--- config.mk ---
export PLATFORM = sky130hd
export DESIGN_NAME = blk_mem_arbiter
export DESIGN_NICKNAME = d
export VERILOG_FILES = /design/src/rtl/blk_mem_arbiter.sv
export SDC_FILE = /design/constraint.sdc
export NUM_CORES = 1
export LEC_CHECK = 0
export ABC_AREA = 0
export BUFFER_PORTS_ARGS = -buffer_cell sky130_fd_sc_hd__buf_4
export CAP_MARGIN = 20
export CORE_ASPECT_RATIO = 0.9
export CORE_MARGIN = 5
export CORE_UTILIZATION = 31
export DETAILED_ROUTE_END_ITERATION = 7
export PLACE_DENSITY = 0.79
export SLEW_MARGIN = 20
export SYNTH_ARGS = -nofsm -noshare
export SYNTH_HDL_FRONTEND = slang
export SYNTH_SLANG_ARGS = --single-unit
--- constraint.sdc ---
create_clock -name clk -period 2.35 [get_ports clk]
set_input_delay 0.47 -clock clk [delete_from_list [all_inputs] [get_ports clk]]
set_output_delay 0.47 -clock clk [all_outputs]
set_load 0.01 [all_outputs]
--- src/rtl/blk_mem_arbiter.sv ---
// Two-requester arbiter in front of a simple dual-port block RAM: writes share port A,
// reads share port B, each with an independent round-robin pointer.
module blk_mem_arbiter #(
  parameter int DATA_WIDTH    = 8,
  parameter int ADDRESS_WIDTH = 4
) (
  input  logic                     clk,
  input  logic                     rst,
  input  logic                     r0_valid,
  output logic                     r0_ready,
  input  logic                     r0_we,
  input  logic [ADDRESS_WIDTH-1:0] r0_addr,
  input  logic [DATA_WIDTH-1:0]    r0_wdata,
  output logic                     r0_rvalid,
  output logic [DATA_WIDTH-1:0]    r0_rdata,
  input  logic                     r1_valid,
  output logic                     r1_ready,
  input  logic                     r1_we,
  input  logic [ADDRESS_WIDTH-1:0] r1_addr,
  input  logic [DATA_WIDTH-1:0]    r1_wdata,
  output logic                     r1_rvalid,
  output logic [DATA_WIDTH-1:0]    r1_rdata,
  output logic                     mem_wea,
  output logic [ADDRESS_WIDTH-1:0] mem_addra,
  output logic [DATA_WIDTH-1:0]    mem_dina,
  output logic [ADDRESS_WIDTH-1:0] mem_addrb,
  input  logic [DATA_WIDTH-1:0]    mem_doutb
);

  // r_wlast / r_rlast: index of the requester granted most recently on each port
  logic r_wlast, r_rlast;
  logic r_pend_vld, r_pend_own;
  logic r_bsel;

  logic w_wc0, w_wc1, w_rc0, w_rc1;
  logic w_wg0, w_wg1, w_rg0, w_rg1;
  logic w_rgnt, w_bsel;

  assign w_wc0 = r0_valid &  r0_we & ~rst;
  assign w_wc1 = r1_valid &  r1_we & ~rst;
  assign w_rc0 = r0_valid & ~r0_we & ~rst;
  assign w_rc1 = r1_valid & ~r1_we & ~rst;

  // On contention the requester that was not granted last wins
  assign w_wg0 = w_wc0 & (~w_wc1 |  r_wlast);
  assign w_wg1 = w_wc1 & (~w_wc0 | ~r_wlast);
  assign w_rg0 = w_rc0 & (~w_rc1 |  r_rlast);
  assign w_rg1 = w_rc1 & (~w_rc0 | ~r_rlast);

  assign r0_ready = w_wg0 | w_rg0;
  assign r1_ready = w_wg1 | w_rg1;

  assign mem_wea   = w_wg0 | w_wg1;
  assign mem_addra = w_wg1 ? r1_addr  : r0_addr;
  assign mem_dina  = w_wg1 ? r1_wdata : r0_wdata;

  // Port B keeps pointing at the last read winner when idle
  assign w_rgnt    = w_rg0 | w_rg1;
  assign w_bsel    = w_rgnt ? w_rg1 : r_bsel;
  assign mem_addrb = w_bsel ? r1_addr : r0_addr;

  assign r0_rvalid = r_pend_vld & ~r_pend_own & ~rst;
  assign r1_rvalid = r_pend_vld &  r_pend_own & ~rst;
  assign r0_rdata  = mem_doutb;
  assign r1_rdata  = mem_doutb;

  always_ff @(posedge clk) begin
    if (rst) begin
      r_wlast    <= 1'b1;
      r_rlast    <= 1'b1;
      r_pend_vld <= 1'b0;
      r_pend_own <= 1'b0;
      r_bsel     <= 1'b0;
    end else begin
      if (w_wg0 | w_wg1) r_wlast <= w_wg1;
      if (w_rgnt) begin
        r_rlast <= w_rg1;
        r_bsel  <= w_rg1;
      end
      r_pend_vld <= w_rgnt;
      r_pend_own <= w_rg1;
    end
  end

endmodule
# ---- Yosys cells after proc, flatten, opt, wreduce, memory -nomap -nowiden
# Index checks and enable logic that the tools add are counted.
dict set report word_totals {
  regBits 5
  latch_bits 0
  mem_bits_rw 0
  rom_bits 0
  inputBits 38
  output_inout_bits 37
  wordCells 43
  n_memories 0
}
dict set report op_classes {
  addsub 0
  n_mul 0
  n_div 0
  order_cmp 0
  n_eq_ne 0
  shift 0
  muxes 4
  bitwise_logic 34
  n_reduce_logical 0
}
# operator n
set ops {}
lappend ops {{$and 1x1->1} 16}
lappend ops {{$not 1->1} 10}
lappend ops {{$mux 4} 2}
lappend ops {{$mux 8} 1}
lappend ops {{$or 1x1->1} 8}
lappend ops {{$mux 1} 1}

# ---- Logic depth before layout (Yosys ltp)
dict set report logic_depth {
  ltp_word 9
  depth_mapped 5
  ltp_nobuf 4
}

# ---- Least setup slack after synthesis
# OpenSTA, ideal clock, no wires.
dict set report synth_path {
  path_kind {input port to output port}
  startpoint {in rst}
  endpoint {out mem_addra[1]}
  t_arrival_ps 1635
  required_ps 1880
  path_slack_ps 245
  path_stages 5
  cell_sequence {buf_4 -> nand3b_1 -> a31oi_1 -> buf_4 -> mux2_2}
}
dict set report synth_between {
  elab_chain_cells 6
  word_cells_on_any_way 7
  classes_between {mux (1); bitwise (6)}
}
# element line_no
set synth_lines {}
lappend synth_lines {{start: declaration} 8} ;# input logic rst,
lappend synth_lines {{$not 1->1 *} {39, 40}}
lappend synth_lines {{$and 1x1->1} 39} ;# assign w_wc0 = r0_valid & r0_we & ~rst;
lappend synth_lines {{$not 1->1} 46} ;# assign w_wg1 = w_wc1 & (~w_wc0 | ~r_wlast);
lappend synth_lines {{$or 1x1->1} 46}
lappend synth_lines {{$and 1x1->1 *} 46}
lappend synth_lines {{$mux 4 *} 54} ;# assign mem_addra = w_wg1 ? r1_addr : r0_addr;
lappend synth_lines {{end: declaration} 24} ;# output logic [ADDRESS_WIDTH-1:0] mem_addra,
# Every way passes the cells marked *; elsewhere a longest branch is shown, timed or not.

# ---- Worst setup path in the final report
dict set report layout_path {
  startpoint {in r1_we}
  endpoint {out mem_addrb[0]}
}
dict set report layout_between {
  elab_chain_cells 9
  word_cells_on_any_way 10
  classes_between {mux (2); bitwise (8)}
}
# element line_no
set layout_lines {}
lappend layout_lines {{start: declaration} 18} ;# input logic r1_we,
lappend layout_lines {{$not 1->1 *} 42} ;# assign w_rc1 = r1_valid & ~r1_we & ~rst;
lappend layout_lines {{$and 1x1->1 * (2 in a row)} 42}
lappend layout_lines {{$not 1->1} 47} ;# assign w_rg0 = w_rc0 & (~w_rc1 | r_rlast);
lappend layout_lines {{$or 1x1->1} 47}
lappend layout_lines {{$and 1x1->1} 47}
lappend layout_lines {{$or 1x1->1} 58} ;# assign w_rgnt = w_rg0 | w_rg1;
lappend layout_lines {{$mux 1 *} --}
lappend layout_lines {{$mux 4 *} 60} ;# assign mem_addrb = w_bsel ? r1_addr : r0_addr;
lappend layout_lines {{end: declaration} 26} ;# output logic [ADDRESS_WIDTH-1:0] mem_addrb,
# Marked as above.

==> results.md <==
* RSZ-0062 raised after global routing: no
* Number of max-cap violations at 0
* Reg2reg start: r_rlast
* Initial antenna violation count at 0
* Vias in the first global route at between 500 and 600
* Synth Flop Type: dfxtp_1
* Worst hold path class: input port to flop
* CTS H-tree lvls at 1
* Largest net degree at the start of global routing at 14
* Multiplexer share of the synthesized area at 0.3064
* Die Wd at between 50 and 60 um
* Worst slew pin tran at about 270 ps
* Final hold viol count at 0
* Post-synthesis net count at slightly above 100
* Setup Skew at 0.5083 ps
* Setup_tns at 0 ps
* Xor and xnor area share after synthesis at 0
* Required time of the critical path at about 1900 ps
* Drt drc at 0
* Total power at around 330 uW
* Count of final setup violators at 0
* Number of synthesized flops with an enable pin at 0
* Tmin final at about 2200 ps
* Flop pwr share at 0.281
* P_int at roughly 240 uW
* CP max FO at 7
* Rel. slew slack at 0.8201
* Gate power share at 0.430
* Worst hold start: r1_we
* Synth Instances at 64
* FP Rows at 15
* Pwr dens at around 370 nW/um^2
* DR iter-0 viols at 0
* DRT Wirelength at between 1500 and 2000 um
* Synth async-reset ratio at 0
* Worst Slack Setup Final at about 140 ps
* Ports at 75
* Post-CTS setup buffers at 0
* Worst Reg2Reg Path Length in Cells at 4
* Synth warnings at 0
* Sw frac at 0.2681
* CTS tree: yes
* GRT overflow at 0
* Starting density of the core at 0.3165
* Mapped cell area at 588.1 sq um
* Achievable clock frequency at between 400 and 500 MHz
* Pleak at between 0.0004 and 0.0005 uW
* Slew Limit Fails at 0
* Main combinational cell family by area after synthesis: multiplexers
* Status: completed
* RePlAce Congestion at a little under 0.7
* Port bufs at 50
* FILL cells at between 150 and 200
* Crit path kind: input port to output pin
* Clk slew on worst S/H paths at ~40 ps
* Sequential area share after synthesis at 0.1702
* Part of the cycle the worst path needs at 0.9408
* Post-CTS sizing at 0
* Total GRT Usage at 0.1078
* Clk sink count at 5
* Post-route ant nets at 0
* Cts bufs inserted at 3
* Vias at about 550
* CP arrival at about 1700 ps
* Setup crit end kind: output pin
* Switching pwr at between 80 and 90 uW
* Pre-CTS setup slack at 128.1 ps
* Routed WL per cell at ~13 um
* Reg-to-reg slack, setup at ~1300 ps
* CP Launch Type: input port
* DR vias/cell at roughly 4.4
* Total die area at between 2000 and 3000 sq um
* Seq cells post-synth at 5
* Yosys cell types at 20
* First-pass GRT wire length at roughly 2400 um
* Pre-Repair DR Iteration Count at 1
* Clock latency on the worst-skew pair at about 240 ps
* Hpwl dp at between 1000 and 1500 um
* Clock Tree Root: clkbuf_4
* Hold_buf cts at 0
* Max clock buf depth at 2
* Post-Syn Area per Cell at about 9 sq um
* Post-Synth Adder-Cell Area at 0
* Synth Area in Compound Gates at 0.09362
* Synthesis-to-finish area growth at 51.91%
* Clock Power Share at 0.289
* Post-Synth Simple-Gate Area at 0.1936
* Critical Path Start: r1_we
* Fin nets at between 100 and 150
* WHS Path Cells at 2
* Ant. Diodes at 0
* Core area at 1858 sq um
* Die H at between 50 and 60 um
* Share of post-route cells with drive strength above 1 at 0.7327
* VDD IR max at approximately 0.00027 V
## worst paths after layout
| check | endpoint |
|---|---|
| worst max register to register | flop |
| worst min register to register | r_rlast |
| worst min-delay path | r_pend_own |
| worst max-delay path | mem_addrb[0] |
## metrics by stage
step	std cells	utilization	hold WS (ps)	instance area (sq um)
detailed placement	122	0.4667	515.7	867.1
CTS	126	0.4808	464.8	893.4
floorplan	64	-	476.3	588.1
finish	126	0.4808	472.9	893.4
global placement	122	0.4667	508.2	867.1
global route	126	0.4808	473.2	893.4
## power by group through the flow
stage | combinational [uW] | sequential [uW] | clock, uW
after floorplan | 90.1 | 94.1 | 0
after global placement | 143 | 95.0 | 0
after detailed placement | 145 | 95.3 | 0
after CTS | 146 | 93.8 | 103
after global routing | 157 | 94.4 | 107
final | 143 | 93.8 | 96.6
## placed cells by master (no fill, tap or decap), drive strengths merged
master  netlist  layout
buf          18      51
mux2         16      16
dfxtp         5       5
nor2          4       4
clkbuf        0       4
and3b         3       3
nand2b        2       2
a31oi         2       2
or2           2       2
a21oi         2       2
a22oi         1       1
a21o          1       1
nor4b         1       1
nand3b        1       1
nand2         1       1
nor3          1       1
o21ai         1       1
nor3b         1       1
a211o         1       1
inv           1       1
## synthesized netlist by cell type (all sizes together) (2+ instances only)
library cell   n  area [sq um]
a21oi          2         13.76
dfxtp          5         100.1
a31oi          2         12.51
mux2          16         180.2
or2            2         12.51
buf           18         135.1
and3b          3         26.28
nor2           4         15.01
nand2b         2         12.51
## area by class of cell
| cell class | instances | area (sq um) | share of cell area |
|---|---|---|---|
| repair buffers | 51 | 382.9 | 0.4286 |
| multi-input cells | 40 | 349.1 | 0.3908 |
| flip-flops and latches | 5 | 100.1 | 0.1120 |
| well taps | 25 | 31.28 | 0.03501 |
| clock buffers | 4 | 26.28 | 0.02941 |
| inverters | 1 | 3.754 | 0.004202 |
## layer usage
layer	track usage	share of wire	up-vias	wire length (um)
met2	0.1732	0.45	38	726
met5	0	0	-	0
met3	0.1010	0.18	0	289
li1	-	-	284	-
met4	0.03557	0	0	0
met1	0.09745	0.37	230	594
## kinds of logic after synthesis
logic type	after synthesis
flip-flops	5
multiplexers	16
buffers and inverters	19
AND/OR/NAND/NOR	16
AO/OA/AOI/OAI	8
## critical path, cell delays in order
cell and delay, ps:
buf_4 140, nand2b_1 150, a21o_1 200, a21oi_2 260, mux2_2 370, buf_4 140
Power figures use the tool's default switching activity.
